[src/rtl/sum_display_pkg.sv]
// Shared types and constants for the adder result display stage.
package sum_display_pkg;

  typedef enum logic [1:0] {
    IDLE,
    DB_HIGH,
    HELD,
    DB_LOW
  } db_state_t;

  localparam logic [6:0] SEG_BLANK = 7'h7F;
  localparam logic [3:0] AN_OFF    = 4'hF;

endpackage

[src/rtl/sum_display_hex_to_7seg.sv]
// Hex nibble to active-low seven-segment pattern, bit order {g,f,e,d,c,b,a}.
module hex_to_7seg (
  input  logic [3:0] nibble,
  output logic [6:0] seg
);

  always_comb begin
    case (nibble)
      4'h0: seg = 7'h40;
      4'h1: seg = 7'h79;
      4'h2: seg = 7'h24;
      4'h3: seg = 7'h30;
      4'h4: seg = 7'h19;
      4'h5: seg = 7'h12;
      4'h6: seg = 7'h02;
      4'h7: seg = 7'h78;
      4'h8: seg = 7'h00;
      4'h9: seg = 7'h10;
      4'hA: seg = 7'h08;
      4'hB: seg = 7'h03;
      4'hC: seg = 7'h46;
      4'hD: seg = 7'h21;
      4'hE: seg = 7'h06;
      default: seg = 7'h0E;
    endcase
  end

endmodule

[src/rtl/sum_display.sv]
// Captures the CLA adder operands/result on a debounced press and scans them
// onto the four-digit common-anode display.
module sum_display
  import sum_display_pkg::*;
#(
  parameter int REFRESH_DIV     = 100_000,
  parameter int DEBOUNCE_CYCLES = 1_000_000
) (
  input  logic       clk,
  input  logic       rst,
  input  logic       capture,
  input  logic [3:0] a,
  input  logic [3:0] b,
  input  logic       cin,
  input  logic [3:0] s,
  input  logic       cout,
  output logic [6:0] seg,
  output logic       dp,
  output logic [3:0] an,
  output logic       captured
);

  localparam int DB_W  = $clog2(DEBOUNCE_CYCLES);
  localparam int REF_W = $clog2(REFRESH_DIV);
  localparam logic [DB_W-1:0]  DB_MAX  = DB_W'(DEBOUNCE_CYCLES - 1);
  localparam logic [REF_W-1:0] REF_MAX = REF_W'(REFRESH_DIV - 1);

  logic cap_meta, cap_s;
  db_state_t state, state_next;
  logic [DB_W-1:0]  db_cnt;
  logic             db_clear;
  logic [REF_W-1:0] ref_cnt;
  logic [1:0]       digit, digit_next;
  logic [3:0] a_q, b_q, s_q;
  logic       cin_q, cout_q, shown;
  logic [3:0] a_next, b_next, s_next, nibble;
  logic       cin_next, cout_next, shown_next;
  logic [6:0] hex_seg;

  // NOTE: sequential state is written with <= so every flop samples pre-edge values.
  always_ff @(posedge clk or posedge rst) begin
    if (rst) begin
      cap_meta <= 1'b0;
      cap_s    <= 1'b0;
    end else begin
      cap_meta <= capture;
      cap_s    <= cap_meta;
    end
  end

  always_ff @(posedge clk or posedge rst) begin
    if (rst) state <= IDLE;
    else     state <= state_next;
  end

  // NOTE: every always_comb output gets a default first so no latch is inferred.
  always_comb begin
    state_next = state;
    db_clear   = 1'b0;
    case (state)
      IDLE: if (cap_s) begin
        state_next = DB_HIGH;
        db_clear   = 1'b1;
      end
      DB_HIGH: begin
        if (!cap_s)              state_next = IDLE;
        else if (db_cnt == DB_MAX) state_next = HELD;
      end
      HELD: if (!cap_s) begin
        state_next = DB_LOW;
        db_clear   = 1'b1;
      end
      default: begin
        if (cap_s)               state_next = HELD;
        else if (db_cnt == DB_MAX) state_next = IDLE;
      end
    endcase
  end

  always_comb begin
    captured = (state == DB_HIGH) && cap_s && (db_cnt == DB_MAX);
  end

  always_ff @(posedge clk or posedge rst) begin
    if (rst)                                      db_cnt <= '0;
    else if (db_clear)                            db_cnt <= '0;
    else if (state == DB_HIGH || state == DB_LOW) db_cnt <= db_cnt + 1'b1;
  end

  always_ff @(posedge clk or posedge rst) begin
    if (rst) begin
      ref_cnt <= '0;
      digit   <= 2'd0;
    end else begin
      ref_cnt <= (ref_cnt == REF_MAX) ? '0 : ref_cnt + 1'b1;
      digit   <= digit_next;
    end
  end

  // The output register is fed from next-state values so the display reflects
  // a capture on the very next cycle and never shows a mixed digit.
  always_comb begin
    digit_next = (ref_cnt == REF_MAX) ? digit + 2'd1 : digit;
    a_next     = captured ? a    : a_q;
    b_next     = captured ? b    : b_q;
    s_next     = captured ? s    : s_q;
    cin_next   = captured ? cin  : cin_q;
    cout_next  = captured ? cout : cout_q;
    shown_next = captured | shown;
    case (digit_next)
      2'd0:    nibble = s_next;
      2'd1:    nibble = {3'b000, cout_next};
      2'd2:    nibble = b_next;
      default: nibble = a_next;
    endcase
  end

  hex_to_7seg u_hex (
    .nibble (nibble),
    .seg    (hex_seg)
  );

  always_ff @(posedge clk or posedge rst) begin
    if (rst) begin
      a_q    <= 4'h0;
      b_q    <= 4'h0;
      s_q    <= 4'h0;
      cin_q  <= 1'b0;
      cout_q <= 1'b0;
      shown  <= 1'b0;
      seg    <= SEG_BLANK;
      an     <= AN_OFF;
      dp     <= 1'b1;
    end else begin
      a_q    <= a_next;
      b_q    <= b_next;
      s_q    <= s_next;
      cin_q  <= cin_next;
      cout_q <= cout_next;
      shown  <= shown_next;
      seg    <= shown_next ? hex_seg : SEG_BLANK;
      an     <= shown_next ? ~(4'b0001 << digit_next) : AN_OFF;
      dp     <= ~(shown_next & (digit_next == 2'd0) & cin_next);
    end
  end

endmodule

[config.mk]
export PLATFORM = sky130hd
export DESIGN_NAME = sum_display
export DESIGN_NICKNAME = d
export VERILOG_FILES = /design/src/rtl/sum_display_pkg.sv /design/src/rtl/sum_display_hex_to_7seg.sv /design/src/rtl/sum_display.sv
export SDC_FILE = /design/constraint.sdc
export NUM_CORES = 1
export LEC_CHECK = 0
export BUFFER_PORTS_ARGS = -buffer_cell sky130_fd_sc_hd__buf_2
export CORE_UTILIZATION = 45
export DETAILED_ROUTE_END_ITERATION = 12
export SYNTH_ARGS = -nofsm -noshare
export SYNTH_HDL_FRONTEND = slang
export SYNTH_SLANG_ARGS = --single-unit
[constraint.sdc]
create_clock -name clk -period 3.7 [get_ports clk]
set_input_delay 0.185 -clock clk [delete_from_list [all_inputs] [get_ports clk]]
set_output_delay 0.185 -clock clk [all_outputs]
set_load 0.01 [all_outputs]
**Word-level counts from Yosys, hierarchy flattened**

Memories as Yosys holds them, arrays and structs flattened.
Index checks and enable logic that the tools add are counted.

- Memories: 1
- Register bits: 70
- Logic and storage cells: 65
- ROM bits: 112
- Bits of input ports: 17
- Output and inout port bits: 13

Memories:

| name | words | width | read ports | clocked after memory_dff | write ports | RTL line | RTL |
|---|---|---|---|---|---|---|---|
| (no name shown) | 16 | 7 | 1 | 0 | 0 | sum_display_hex_to_7seg.sv:8 | `case (nibble)` |

- Eq/ne operators: 10
- Bitwise operators: 5
- Mux-type cells: 22
- Add/sub/neg operators: 3
- Shift-type cells: 1
- Reductions and logical operators: 8

Operator list:

| operator | number |
|---|---|
| $mux 20 | 2 |
| $add 20x1->20 const B | 1 |
| $eq 20x20->1 const B | 1 |
| $add 17x1->17 const B | 1 |
| $eq 17x17->1 const B | 1 |
| $mux 17 | 1 |
| $mux 4 | 4 |
| $mux 2 | 7 |
| $pmux 4 s3 | 1 |
| $mux 7 | 1 |
| $eq 2x2->1 const B | 3 |
| $pmux 2 s3 | 1 |
| $eq 2x1->1 const B | 2 |
| $logic_not 2->1 | 2 |
| $mux 1 | 4 |
| $ne 2x2->1 const B | 2 |
| $not 4->4 | 1 |
| $reduce_and 4->1 | 1 |
| $reduce_bool 4->1 | 1 |
| $shl 1x2->4 const A | 1 |
| $ne 3x3->1 const B | 1 |
| $add 2x1->2 const B | 1 |
| $and 1x1->1 | 2 |
| $logic_and 1x1->1 | 2 |
| 5 further kinds | 5 |

**Logic depth before layout (Yosys ltp)**

Gate-level depths: netlist of run 1.

- Word-level depth: 7
- Mapped depth: 14
- Mapped depth without buffers: 12

**Modules after synthesis**

Synthesis of run 1 repeated with hierarchy kept, for this count alone.

- Cells, all modules: 325
- Area, all modules: 3522.1 µm²

Modules (own cells, without submodules):

| module | area an instance (µm²) | cells an instance | instances | seq. area each (µm²) |
|---|---|---|---|---|
| sum_display | 3246.9 | 293 | 1 | 1766.7 |
| hex_to_7seg | 275.3 | 32 | 1 | 0.0 |

**Worst setup path after synthesis of run 1**

OpenSTA, ideal clock, no wires.

- Kind: reg-to-reg
- From: reg db_cnt[7]
- To: reg seg[3]
- Period minus slack after synthesis: 3.003 ns
- Arrival: 2.920 ns
- Setup slack: 0.697 ns
- Setup time: 0.083 ns
- Cell stages (with the launch flop): 14
- Cells stage by stage: dfrtp_1 > nor4b_2 > and4_1 > buf_6 > and3_4 > buf_6 > mux2_4 > a21boi_1 > nor3_2 > inv_1 > ha_1 > mux2_1 > nor2_1 > o21ai_1

- Word-level cells in the longest chain between the ends: 6
- Elaborated cells between the ends (all ways): 10
- Those cells by class: eq/ne: 1; mux: 6; bitwise: 1; reduce/logical: 1; memory: 1

RTL lines:

| element | RTL line | RTL |
|---|---|---|
| from (decl) | sum_display.sv:30 | `logic [DB_W-1:0] db_cnt;` |
| from (signal assigned) | sum_display.sv:87 | `else if (state == DB_HIGH \|\| state == DB_LOW) db_cnt <= db_cnt + 1'b1;` |
| $eq 20x20->1 | sum_display.sv:81 | `captured = (state == DB_HIGH) && cap_s && (db_cnt == DB_MAX);` |
| $logic_and 1x1->1 | sum_display.sv:81 |  |
| $mux 4 | sum_display.sv:106 | `s_next = captured ? s : s_q;` |
| via s_next[1] | sum_display.sv:36 | `logic [3:0] a_next, b_next, s_next, nibble;` |
| $pmux 4 s3 | sum_display.sv:110 | `case (digit_next)` |
| $mem_v2 16x7 | -- |  |
| $mux 7 | sum_display.sv:141 | `seg <= shown_next ? hex_seg : SEG_BLANK;` |
| to (signal assigned) | sum_display.sv:141 |  |
| to (decl) | sum_display.sv:17 | `output logic [6:0] seg,` |

The timed path passes the listed nets, and every way through them passes these cells.
A chain may end at the register's enable or synchronous reset.

**Final worst setup path of run 1**

- From: reg db_cnt[7]
- To: reg seg[3]

- Word-level cells in the longest chain between the ends: 6
- Elaborated cells between the ends (all ways): 10
- Those cells by class: eq/ne: 1; mux: 6; bitwise: 1; reduce/logical: 1; memory: 1

RTL lines:

| element | RTL line | RTL |
|---|---|---|
| $eq 20x20->1 * | sum_display.sv:81 |  |
| $logic_and 1x1->1 * | sum_display.sv:81 |  |
| $mux 4 (tied with other cells) | sum_display.sv:104 | `a_next = captured ? a : a_q;` |
| $pmux 4 s3 | sum_display.sv:110 |  |
| $mem_v2 16x7 | -- |  |
| $mux 7 * | sum_display.sv:141 |  |

Every way passes the cells marked *; elsewhere a longest branch is shown, timed or not.

==> results of run 1 <==
## worst max path at each step
| stage | depth (start not counted) | slack, ns | end |
|---|---|---|---|
| 5_1_grt | 11 | 0.30 | seg[3] |
| 3_3_place_gp | 11 | 0.54 | seg[3] |
| 2_1_floorplan | 13 | 0.70 | seg[3] |
| 6_report | 11 | 0.47 | seg[3] |
| 3_5_place_dp | 11 | 0.50 | seg[3] |
| 4_1_cts | 11 | 0.48 | seg[3] |
## state kept, by name, indices dropped and copies added, names as in the netlist, 2 cells and up, named ones only
name     count
an           4
db_cnt      20
digit        2
ref_cnt     17
s_q          4
b_q          4
seg          7
a_q          4
## power by group through the flow
stage	clock network, mW	registers [mW]	logic [mW]
finish	0.610	0.823	0.252
global route	0.666	0.827	0.287
CTS	0.635	0.823	0.252
detailed placement	0	0.837	0.250
global placement	0	0.836	0.239
floorplan	0	0.831	0.196
## cells in the final DEF, fill, tap and decap left out, drive strengths merged, types with 8 or more instances in the layout
master | netlist | final
nand4 | 12 | 12
mux2 | 11 | 11
clkbuf | 4 | 10
dfstp | 12 | 12
nor2 | 37 | 37
o21ai | 11 | 11
nand2 | 32 | 32
ha | 12 | 12
nand3 | 20 | 20
a21oi | 9 | 9
xor2 | 24 | 24
and3 | 8 | 8
mux2i | 8 | 8
dfrtp | 58 | 58
xnor2 | 9 | 9
buf | 10 | 33
inv | 12 | 12
## cell usage after synthesis, types with 6 or more instances
cell     instances  area, µm²
mux2_2           6      67.56
ha_1            12      150.1
mux2i_1          8      80.08
dfrtp_1         58       1451
nand3_1         20      100.1
nor2_1          37      138.9
dfstp_2         12      315.3
inv_1           12      45.04
a21oi_1          9      45.04
xor2_1          24      210.2
xnor2_1          9      78.83
nand4_1         12      75.07
nand2_1         32      120.1
and3_1           7      43.79
o21ai_0          9      45.04
## stage by stage
step                      power (mW)  hold slack (ns)
final                          1.685          0.08516
after detailed placement       1.087           0.2980
after CTS                      1.710          0.06569
after floorplan                1.027           0.2164
after global routing           1.779          0.07198
after global placement         1.075           0.2976
## routing by layer
| metal | vias to the layer above | global-route usage, % |
|---|---|---|
| met1 | 1233 | 23.61 |
| met3 | 12 | 3.415 |
| li1 | 1282 | - |
| met4 | 0 | 7.179 |
| met5 | - | 0 |
| met2 | 42 | 28.62 |
## cell type report
cell class,instances,area [µm²],share of cell area (%)
clock inverter,6,61.31,1.479
inverter,13,48.80,1.178
tap,102,127.6,3.080
clock buffer,10,137.6,3.321
timing repair buffer,34,185.2,4.469
multi-input combinational,252,1817,43.84
sequential,70,1767,42.63
## cell families after synthesis
logic type / Yosys count / share of synthesized area, %
DFF: 70 / 47.24
adders and majority gates: 12 / 4.015
AOI/OAI and AO/OA: 45 / 9.803
xor gates and xnor gates: 33 / 7.728
and+or+nand+nor: 142 / 20.58
muxes: 20 / 6.457
buffers and inverters: 27 / 4.181
## what timing repair did
item / 4_1_cts / 5_1_grt
gates resized for setup: 0 / 0
hold buffers: 1 / 0
hold endpoints to repair: 1 / 0
==> metrics.md, run 1 <==
| Metric | Value |
|---|---|
| Worst skew pair latency | 0.34 ns |
| Netlist cell types | 61 |
| YS warnings | 0 |
| Setup Viol. Count Final | 0 |
| Core Area | 0.007888 mm² |
| First-pass GRT wire length | 11.96 mm |
| DIE HEIGHT | 93.17 µm |
| Post-synth ARST share | 100.0% |
| Worst vdd ir | 0.3056 mV |
| Met3 wire len | 208 µm |
| DP Cell Count | 470 |
| Longest Clk Path Bufs | 2 |
| Overall routing resource usage | 17.78% |
| Final Util | 52.54% |
| Critical Path Fanout Max | 12 |
| Unrepaired setup endpoints after global routing | no |
| DR top layer | met4 |
| Tmin final | 3.228 ns |
| R2R setup slack | 0.47 ns |
| Crit path kind | flip-flop to flip-flop |
| Final instance area | 0.004144 mm² |
| TritonCTS Sinks | 70 |
| Reg2reg path depth | 11 |
| Initial antenna violation count | 0 |
| DRT met1 WL | 3.348 mm |
| Clk slew on worst S/H paths | 0.08 ns |
| Fraction of final layout cells sized beyond drive strength 1 | 23.90% |
| Clock power share | 36.2% |
| Final WS setup | 0.4720 ns |
| Net count after synthesis | 378 |
| Sequential fraction of the synthesis area | 47.24% |
| Slew @ Worst Pin | 1.009 ns |
| Met2 wire length | 3.242 mm |
| Area Growth Syn to Fin | 10.81% |
| Critical path startpoint | db_cnt[7] |
| # DRC | 0 |
| CTS tree | yes |
| Setup Buffers After CTS | 0 |
| Switching share of power | 28.18% |
| GRT overflow | 0 |
| Via count | 2569 |
| Power per cell area | 406.7 mW/mm² |
| Fin. Hold Viols | 0 |
| Initial drt markers | 105 |
| Initial Util | 47.41% |
| Critical path launch point type | flip-flop |
| Boundary Pins | 30 |
| Hold Crit Class | input pin to asynchronous set/reset pin |
| Delay-heaviest family, CP | simple AND/OR/NAND/NOR gates |
| Required time of the critical path | 3.97 ns |
| Cell leakage power | 1.808 nW |
| Seq pwr share | 48.9% |
| CP max-delay cell | mux4_2 |
| Slowest stage delay, CP | 0.52 ns |
| Internal cell power | 1.211 mW |
| N_diodes | 0 |
| Mapped cell area | 0.003740 mm² |
| CP Capture Type | flip-flop |
| CP most frequent cell | nor2_1 |
| Dpl cell area | 0.003935 mm² |
| Max Freq | 0.3098 GHz |
| Final cell count without fillers | 487 |
| Clk_skew | 0.01277 ns |
| Port Buffers | 29 |
| Buffers & Inverters on Critical Path | 1 |
| Number of fill cells | 715 |
| Switch Pwr | 0.4749 mW |
| Detailed placement HPWL | 4.918 mm |
| WL per Instance | 14.22 µm |
| Number of synthesized register bits | 70 |
| Slew headroom | 32.65% |
| Number of synthesized flops with an enable pin | 0 |
| Setup TNS Final | 0 ns |
| Num CTS Buffers | 9 |
| Placer Congestion | 0.8447 |
| Slew Viols, Final | 0 |
| Pre-antenna DRT Iters | 4 |
| Max H-tree Level | 3 |
| Comb pwr share | 14.9% |
| Outcome | finished clean |
| Critical path cell sequence | nor4b_2 > and4_1 > and3_4 > mux4_2 > nor2_1 > a21o_1 > inv_1 > ha_1 > mux2_1 > nor2_1 > o21ai_1 |
| Number of global-route vias before repair | 2522 |
| Max-Cap Viols | 0 |
| Die W | 93.17 µm |
| Die area | 0.008680 mm² |
| Syn Inst Count | 349 |
| Post-layout nets | 409 |
| Vias/cell | 5.275 |
| Largest net degree at the start of global routing | 50 |
| Critical R2R Capture | seg[3] |
| Final worst-path cycle share | 87.24% |
| Arrival @ worst endpoint | 3.50 ns |
| Setup WS pre-CTS | 0.4993 ns |
| Clock root buffer | clkbuf_8 |
| Syn avg cell area | 10.72 µm² |
| Row count | 32 |
| Total routed wirelength | 6.923 mm |
| Worst r2r src | db_cnt[7] |
| Synth Flop Type | dfrtp_1 |
| Routed Antenna Nets | 0 |
No activity file was read; power rests on OpenSTA's default activity.
==> inputs of run 2 (changes only) <==
--- a/config.mk
+++ b/config.mk
@@ -5,6 +5,7 @@
 export SDC_FILE = /design/constraint.sdc
 export NUM_CORES = 1
 export LEC_CHECK = 0
+export ABC_AREA = 1
 export BUFFER_PORTS_ARGS = -buffer_cell sky130_fd_sc_hd__buf_2
 export CORE_UTILIZATION = 45
 export DETAILED_ROUTE_END_ITERATION = 12
==> metrics.md, run 2 <==
| Metric | Value |
|---|---|
| Outcome | finished clean |
| Most frequent cell after synthesis | nand2_1 |
| Pre-antenna DRT Iters | 4 (unchanged) |
| Setup Buffers After CTS | 0 (unchanged) |
| Sequential fraction of the synthesis area | 44.01% (-3.2 points) |
| Hold buffer count at CTS | 2 (+1) |
| Regs by FF count | db_cnt x20, ref_cnt x17, seg x7 |
| Syn Inst Count | 515 (+48%) |
| Final worst-path cycle share | 79.71% (-7.5 points) |
| Top reg by flops | db_cnt |
| Arrival @ worst endpoint | 3.21 ns (-0.29 ns) |
| Via count | 3245 (+26%) |
| Setup TNS Final | 0 ns (unchanged) |
| # DRC | 0 (unchanged) |
| Core Area | 0.008678 mm² (+10%) |
| Clk_skew | 0.008051 ns (-0.004715 ns) |
| Unrepaired setup endpoints after global routing | no |
| Longest Clk Path Bufs | 2 (unchanged) |
| Worst skew pair latency | 0.35 ns (about the same) |
| Comb pwr share | 15.9% (+1.0 points) |
| Worst vdd ir | 0.1850 mV (-39%) |
| Crit path kind | flip-flop to flip-flop |
| Tmin final | 2.949 ns (-0.2786 ns) |
| Clock power share | 33.1% (-3.1 points) |
| DIE HEIGHT | 96.45 µm (+3.5%) |
| Cell type with the largest total area after synthesis | dfrtp_1 |
| CTS tree | yes |
| TritonCTS Sinks | 70 (unchanged) |
| Switching share of power | 30.66% (+2.5 points) |
| Initial Util | 46.25% (-1.2 points) |
| Slew Viols, Final | 0 (unchanged) |
| Internal cell power | 1.107 mW (-8.6%) |
| GRT overflow | 0 (unchanged) |
| Overall routing resource usage | 19.00% (+1.2 points) |
| Total power | 1.596 mW (-5.3%) |
| Net count after synthesis | 544 (+44%) |
| Power per cell area | 361.0 mW/mm² (-11%) |
| WL per Instance | 12.16 µm (-14%) |
| Commonest cells in the netlist | nand2_1 (132), inv_1 (69), dfrtp_1 (58) |
| Mapped cell area | 0.004014 mm² (+7.3%) |
| N_diodes | 0 (unchanged) |
| Max H-tree Level | 3 (unchanged) |
| Largest net degree at the start of global routing | 51 (+2.0%) |
| First-pass GRT wire length | 13.60 mm (+14%) |
| Port Buffers | 29 (unchanged) |
| Max Freq | 0.3391 GHz (+9.4%) |
| Post-synth ARST share | 100.0% (unchanged) |
| Slew headroom | 57.17% (+25 points) |
| Number of global-route vias before repair | 3068 (+22%) |
| Clk slew on worst S/H paths | 0.07 ns (about the same) |
| Netlist cell types | 38 (-38%) |
| Placer Congestion | 0.9041 (+7.0%) |
| Commonest non-fill, non-tap cell in the layout | nand2_1 |
| Area Growth Syn to Fin | 10.16% |
| Share of the synthesized area in the top cell type | 36.16% (-2.6 points) |
| Clock root buffer | clkbuf_8 |
| Post-cts sizing count | 0 (unchanged) |
| Boundary Pins | 30 (unchanged) |
| Syn avg cell area | 7.794 µm² (-27%) |
| Detailed placement HPWL | 5.944 mm (+21%) |
| Die W | 96.45 µm (+3.5%) |
| Routed Antenna Nets | 0 (unchanged) |
| Post-layout nets | 579 (+42%) |
| Number of synthesized flops with an enable pin | 0 (unchanged) |
| Synth top area cells | dfrtp_1 (36%), nand2_1 (12%), dfstp_2 (7.9%) |
| Required time of the critical path | 3.96 ns (about the same) |
| Fin. Hold Viols | 0 (unchanged) |
| YS warnings | 0 (unchanged) |
| Vias/cell | 4.894 (-7.2%) |
| Total routed wirelength | 8.063 mm (+16%) |
| Number of synthesized register bits | 70 (unchanged) |
| Die area | 0.009302 mm² (+7.2%) |
| Fraction of final layout cells sized beyond drive strength 1 | 17.48% (-6.4 points) |
| Initial antenna violation count | 0 (unchanged) |
| CP Capture Type | flip-flop |
| Switch Pwr | 0.4895 mW (+3.1%) |
| Max reg flops | 20 (unchanged) |
| Seq pwr share | 51.0% (+2.1 points) |
| Critical path launch point type | flip-flop |
| Hold Crit Class | input pin to flip-flop |
| Slew @ Worst Pin | 0.6424 ns (-0.3664 ns) |
| Setup Viol. Count Final | 0 (unchanged) |
| Initial drt markers | 114 (+8.6%) |
| Cell leakage power | 2.202 nW (+22%) |
| Critical Path Fanout Max | 21 (+9) |
| Max-Cap Viols | 0 (unchanged) |
| Synth Flop Type | dfrtp_1 |
| Row count | 34 (+6.3%) |
| Most frequent cells in the layout | nand2_1 (132), inv_1 (68), dfrtp_1 (58), nor2_1 (57), nand3_1 (38) |
| Num CTS Buffers | 9 (unchanged) |
run 2: cell count changes after synthesis, moves of 8 or more:
cell,previous run,this run
inv_2,0,9
nand2_2,0,9
nand4_1,12,23
inv_1,12,69
nor2_4,0,9
mux2i_1,8,0
xnor2_1,9,1
nor2_1,37,57
xor2_1,24,8
nand3_1,20,38
nand2_1,32,132
run 2: area by class of cell:
class	instances	area, µm²
clock buffer	14	142.6
tap	108	135.1
fill	848	4257
clock inverter	2	10.01
inverter	80	302.8
multi-input combinational	357	1892
sequential	70	1767
timing repair buffer	32	172.7
run 2: per-layer routing:
metal	GRT usage, %	part of all wire [%]	routed length, µm	vias up
met2	30.40	46	3696	55
met3	3.991	3.3	268	11
met1	25.22	49	3973	1470
li1	-	-	-	1709
met4	7.230	1.6	125	0
met5	0	0	0	-
run 2: final timing paths:
path / start / to / slack, ns / cells after the start
min: cin / cin_q / 0.07 / 3
max: flip-flop / seg[5] / 0.75 / 14
min in group asynchronous: rst / db_cnt[11] / 0.38 / 3
max in group asynchronous: rst / b_q[1] / 2.31 / 4
min reg2reg: cap_meta / cap_s / 0.35 / 0
max reg2reg: flip-flop / seg[5] / 0.75 / 14
run 2: power by group through the flow:
stage / combinational (mW) / clock, mW / sequential [mW]
floorplan: 0.186 / 0 / 0.824
global placement: 0.250 / 0 / 0.828
detailed placement: 0.253 / 0 / 0.829
CTS: 0.256 / 0.541 / 0.815
global route: 0.288 / 0.571 / 0.819
finish: 0.254 / 0.528 / 0.814
run 2: kinds of logic (layout without fill, tap and decap cells):
logic type               count (synthesis)  in the layout  synth area share (%)
AO/OA/AOI/OAI                           38             38                 5.269
adder cells (fa/ha/maj)                 12             12                 3.741
AND/OR/NAND/NOR                        298            298                 36.16
buffers and inverters                   88            128                 8.853
XOR/XNOR                                 9              9                 1.964
flip-flops                              70             70                 44.01
run 2: critical path, stage by stage, from the launching register on:
cell and delay [ns]:
dfrtp_1 0.41, inv_1 0.09, ha_1 0.20, nand2_1 0.06
inv_1 0.30, nand4_2 0.51, o21ai_0 0.40, nor2_1 0.11
nor2_4 0.18, inv_1 0.10, ha_1 0.23, nand2_1 0.10
nand2_1 0.06, nand2_1 0.05, nand3_1 0.06
run 2: per-stage QoR:
step	hold WS [ns]	cell area, µm²	setup WS (ns)	instances	util (%)
after floorplan	0.2164	4014	1.532	515	-
after global placement	0.2134	4249	0.8786	645	48.96
after detailed placement	0.2177	4249	0.7360	645	48.96
after CTS	0.05633	4422	0.7152	663	50.95
after global routing	0.07555	4422	0.3786	663	50.95
final	0.07032	4422	0.7506	663	50.95
